--- config.mk ---
export PLATFORM = sky130hd
export DESIGN_NAME = bsr_sipo_rx
export DESIGN_NICKNAME = d
export VERILOG_FILES = /design/src/rtl/bsr_sipo_rx.sv
export SDC_FILE = /design/constraint.sdc
export NUM_CORES = 1
export LEC_CHECK = 0
export ABC_AREA = 1
export CAP_MARGIN = 20
export CORE_MARGIN = 4
export CORE_UTILIZATION = 48
export DETAILED_ROUTE_END_ITERATION = 10
export HOLD_SLACK_MARGIN = 0.15
export PLACE_DENSITY_LB_ADDON = 0.15
export RECOVER_POWER = 100
export SLEW_MARGIN = 20
export SYNTH_ARGS = -nofsm -noshare
export SYNTH_HDL_FRONTEND = slang
export SYNTH_SLANG_ARGS = --single-unit
--- constraint.sdc ---
create_clock -name clk -period 1.4 [get_ports clk]
set_input_delay 0.21 -clock clk [delete_from_list [all_inputs] [get_ports clk]]
set_output_delay 0.21 -clock clk [all_outputs]
set_load 0.02 [all_outputs]
--- src/rtl/bsr_sipo_rx.sv ---
// bsr_sipo_rx: serial-in/parallel-out receiver, MSB- or LSB-first.
// Optional per-word even parity under `BSR_SIPO_PARITY_EN.
//
// Ports:
//   clk   - system clock, all logic on posedge
//   rst   - synchronous active-high reset
//   mode  - 1 = MSB-first (left shift), 0 = LSB-first (right shift)
//   en    - bit strobe, sin sampled only when high
//   sin   - serial data in
//   clr   - synchronous word abort, drops a partial word
//   pout  - last completed word, held until the next completion
//   valid - one-cycle pulse when pout updates
//   busy  - high while a word is partially received
//   perr  - parity error of the last word (0 without parity)
module bsr_sipo_rx #(
    parameter int WIDTH = 4
) (
    input  logic             clk,
    input  logic             rst,
    input  logic             mode,
    input  logic             en,
    input  logic             sin,
    input  logic             clr,
    output logic [WIDTH-1:0] pout,
    output logic             valid,
    output logic             busy,
    output logic             perr
);

    localparam int CW = $clog2(WIDTH + 1);

    logic [WIDTH-1:0] shift;
    logic [WIDTH-1:0] shift_nxt;
    logic [CW-1:0]    cnt;
    logic             mode_l;
    logic             dir;

    // First bit of a word uses the live mode; the rest use the latched copy.
    always_comb begin
        dir       = (cnt == '0) ? mode : mode_l;
        shift_nxt = dir ? {shift[WIDTH-2:0], sin}
                        : {sin, shift[WIDTH-1:1]};
    end

    assign busy = (cnt != '0);

    always_ff @(posedge clk) begin
        if (rst) begin
            shift  <= '0;
            cnt    <= '0;
            mode_l <= 1'b0;
            pout   <= '0;
            valid  <= 1'b0;
        end else begin
            valid <= 1'b0;
            if (clr) begin
                shift <= '0;
                cnt   <= '0;
            end else if (en) begin
                if (cnt == '0)
                    mode_l <= mode;
`ifdef BSR_SIPO_PARITY_EN
                // Parity strobe: the bit is checked, not shifted in.
                if (cnt == CW'(WIDTH)) begin
                    pout  <= shift;
                    valid <= 1'b1;
                    cnt   <= '0;
                end else begin
                    shift <= shift_nxt;
                    cnt   <= cnt + 1'b1;
                end
`else
                shift <= shift_nxt;
                if (cnt == CW'(WIDTH - 1)) begin
                    pout  <= shift_nxt;
                    valid <= 1'b1;
                    cnt   <= '0;
                end else begin
                    cnt <= cnt + 1'b1;
                end
`endif
            end
        end
    end

`ifdef BSR_SIPO_PARITY_EN
    // Held until the next completed word; clr leaves it alone.
    always_ff @(posedge clk) begin
        if (rst)
            perr <= 1'b0;
        else if (!clr && en && cnt == CW'(WIDTH))
            perr <= (^shift) ^ sin;
    end
`else
    assign perr = 1'b0;
`endif

endmodule

After elaboration in Yosys (flattened, before gate mapping). Cells that the tools add are included. Widths: inputs -> output; s select.

Equal/unequal tests: 1. Reduce and logical (&&, ||, !) cells: 6. Multiplexer cells: 4. Add/subtract/negate cells: 1. Bitwise operators: 2.

Operators with widths (number): $mux 4 (1); $add 3x1->3 const B (1); $eq 3x2->1 const B (1); $logic_not 3->1 (1); $mux 3 (1); $reduce_and 3->1 (1); $reduce_bool 3->1 (1); $reduce_or 3->1 (1); $mux 1 (2); $not 1->1 (2); $reduce_and 2->1 (1); $reduce_or 2->1 (1).

Output and inout port bits: 7. Bits in registers: 13.

Depth between registers and ports, before layout. Gate-level depths: netlist of the first run.

Word-level depth: 3. Gate-level depth with buffers: 8. Depth with buffers taken out: 8.

Least setup slack after synthesis of the first run. Ideal clock, no wire load.

Path kind: reg2reg. Start: reg cnt[0]. End: reg pout[0]. Buffers on the path: 0. Path slack: 149 ps. Cell stages (with the launch flop): 9. Data arrival time: 1142 ps. Library setup time: 109 ps. Cell sequence: dfxtp_1 -> inv_1 -> ha_1 -> nand2_2 -> nand2_1 -> nand3_1 -> nand3_1 -> nand2_1 -> inv_1.

Word-level cells in the longest chain between the ends: 3.

Ends and longest elaborated chain: start: declaration (line 34) `logic [CW-1:0] cnt;`; start signal: assignment (line 79) `cnt <= cnt + 1'b1;`; $logic_not 3->1 (line 40) `dir = (cnt == '0) ? mode : mode_l;`; $mux 1; $mux 4 (line 41) `shift_nxt = dir ? {shift[WIDTH-2:0], sin}`; end signal: assignment (line 75) `pout <= shift_nxt;`; end: declaration (line 24) `output logic [WIDTH-1:0] pout,`.

Parallel ways exist; a longest one is shown, timed or not. A chain may end at the register's enable or synchronous reset.

Worst setup path in the final report of the first run.
Start: reg cnt[0]. End: out busy.

Word-level cells in the longest chain between the ends: 1.

Ends and longest elaborated chain: $reduce_bool 3->1 (line 45) `assign busy = (cnt != '0);`; end: declaration (line 26) `output logic busy,`.

No other way between the ends.

==> key figures, run 1 <==
Outcome
  • Status: finished, final reports clean

Placement
  • Dpl ws: -0.05208 ns
  • Placed Instances: about 120
  • PortBufs: 11
  • Area of placed instances: 808.3 µm²
  • DPL Wire Length: approximately 1100 µm
  • Gpl congestion: roughly 0.91

STA
  • Setup Viol. Count Final: 0
  • Final Hold Vio Count: 0
  • Max-slew violation count: 0
  • Final worst path period need: 1.315 ns
  • Period utilization: 0.9393
  • Post-Route Skew: 0.007903 ns
  • Fmax: 0.7605 GHz
  • Final setup margin: between 0.08 and 0.09 ns

Job
  • Max cap viols: 0

Yosys
  • Syn nets: 101
  • Post-synthesis sequential area ratio: 0.3954
  • YS warnings: 0
  • Synth cell types: 19
  • Seq cells post-synth: 13
  • Post-synthesis cell count: 93
  • Mapped cell area: 658.1 µm²
  • Avg Inst Size Synth: ~7.1 µm²

GRT
  • Number of global-route vias before repair: about 500
  • Global route overflow: 0
  • GRT Resource Usage Total: 0.1506
  • Initial antenna violation count: 0
  • First-pass GRT wire length: 2187 µm
  • Largest net degree at the start of global routing: 9

Finish
  • Number of fill cells: around 130
  • Fin nets: 120
  • Final cell count without fillers: 126
  • ANT cells: 0
  • Layout cells sized above 1: 0.1982
  • Post-route cell area: about 840 µm²
  • Area taken by multi-input logic gates: 335.3 µm²
  • FF/Latch Area: 260.3 µm²
  • P&R area growth vs syn: 27.76%
  • Post-layout util: 0.6462

Clocking
  • CTS H-tree depth: 1
  • Root Buffer: clkbuf_4
  • Clock latency on the worst-skew pair: 0.27 ns
  • Hold_buf cts: 0
  • Worst-path clk slew: 0.08 ns
  • Clock buffer depth: 2
  • Postcts setup bufs: 0
  • Cts bufs inserted: 3
  • CTS tree: done
  • Clk sinks: 13

Power
  • Reg power frac: 0.536
  • Combinational share of power: 0.148
  • Maximum VDD drop: 0.5876 mV
  • Leakage: 0.0004321 µW
  • Clock Power Share: 0.316
  • Pwr Density: 850.8 mW/mm²
  • Internal: ~540 µW
  • Net switching power: 179.7 µW
  • Sw Share: 0.2512

Route
  • Met1 WL: roughly 600 µm
  • Avg WL per Cell: 10.48 µm
  • Drt via density: 4.905
  • Antenna-violating nets left: 0
  • Metal2 WL: 621 µm
  • Initial drt markers: 13
  • Final WL: 1321 µm
  • DR pass1 iterations: 4
  • Top Layer Used: met4
  • Post-route DRC: 0
  • DR vias: 618
  • Met3 wire length: 81 µm

Worst hold path
  • Worst min-delay path category: reg -> reg

Floorplanning
  • I/O pin count: 13
  • # rows: 13
  • Die Y: 45.03 µm
  • Core area: 0.001301 mm²
  • Initial Util: 0.5058
  • Die area: 0.002028 mm²
  • Width of the die: 45.03 µm

Setup path
  • Worst path slowest cell: dfxtp_1
  • CP arrival: 1.10 ns
  • Kind of critical path: reg -> out
  • CP required: between 1 and 1.5 ns
  • Startpoint Class: flop
  • CP Capture Type: output pin
  • Max FO, Critical Path: 2
  • CP max stage delay: 0.34 ns
  • Crit path cell chain: inv_1 -> ha_1 -> nand2_2 -> clkbuf_2
-- layer usage --
layer / vias to the layer above / track usage
met5: - / 0
met4: 0 / 0.07018
met3: 2 / 0.05976
met2: 11 / 0.2260
met1: 280 / 0.1873
li1: 325 / -
-- power by group through the flow --
stage                     logic (µW)  clock network [µW]  registers (µW)
after CTS                        102                 238             383
after global placement           100                   0             391
after floorplan                 61.8                   0             391
after detailed placement         103                   0             391
after global routing             118                 260             385
final                            106                 226             383
-- cell usage after synthesis (all sizes together) --
master | instances | area [µm²]
nand2 | 14 | 60.06
inv | 15 | 56.30
nor2 | 17 | 71.32
nor3 | 1 | 5.000
a211oi | 2 | 25.02
a21oi | 3 | 15.01
nand3 | 19 | 95.09
dfxtp | 13 | 260.3
buf | 3 | 23.77
ha | 2 | 25.02
o21ai | 1 | 5.000
conb | 1 | 3.750
or2 | 2 | 12.52
-- cell type report --
type                       count  area share
inverter                      15     0.06696
timing repair buffer          17      0.1711
multi-input combinational     62      0.3988
sequential                    13      0.3095
clock buffer                   4     0.03125
tap                           15     0.02232
-- per-stage QoR --
| stage | hold WS, ns | total power [µW] | setup TNS (ns) |
|---|---|---|---|
| final | 0.5162 | 715.3 | 0 |
| after detailed placement | 0.4953 | 494.6 | -0.05208 |
| after global placement | 0.4921 | 491.5 | -0.03060 |
| after floorplan | 0.2893 | 452.9 | 0 |
| after global routing | 0.5303 | 762.4 | -0.01997 |
| after CTS | 0.5096 | 722.0 | 0 |
-- logic make-up after synthesis --
logic type / count (synthesis) / synth area share
simple gates: 53 / 0.3707
fa+ha+maj: 2 / 0.03802
compound gates: 6 / 0.06842
other cells: 1 / 0.005698
buf+inv: 18 / 0.1217
flops: 13 / 0.3954
-- worst max-delay path, delay by kind of cell, from the launching register on --
kind                       cells  cell delay (ns)
adders and majority gates      1             0.21
buffers and inverters          2             0.21
DFF                            1             0.34
and+or+nand+nor                1             0.08
-- worst paths after layout --
check               from  slack, ns  endpoint  cells after the start
hold reg to reg   cnt[2]       0.52    cnt[2]                      2
setup / recovery  cnt[0]       0.09      busy                      4
hold / removal    cnt[2]       0.52    cnt[2]                      2
setup reg to reg  cnt[1]       0.10  shift[3]                      8
-- cells in the final DEF, fill, tap and decap left out, types with 2 or more instances in the layout --
cell	synthesis	layout
nand2_1	11	10
inv_1	14	14
dfxtp_1	13	13
a21oi_1	3	3
dlygate4sd2_1	0	5
nor2_1	16	16
nand3_2	0	4
nand3_1	19	15
clkbuf_4	0	3
buf_4	1	6
nand2_2	3	4
clkdlybuf4s50_1	0	5
ha_1	2	2
-- flip-flops by register name (all words and copies together), names as in the netlist --
signal and cells:
mode_l 1, shift 4, pout 4, cnt 3, valid 1
-- what timing repair did --
| item | CTS | global route |
|---|---|---|
| endpoints found under the setup margin | 6 | 8 |
| pin swaps | 0 | 1 |
| gates resized for setup | 9 | 5 |
(Power assumes the default switching activity.)
==> run 2, diff against run 1 <==
- GPL_ROUTABILITY_DRIVEN: not set -> 0
==> results of run 2 <==
The final DEF is identical to that of run 1; final timing and power are the same.
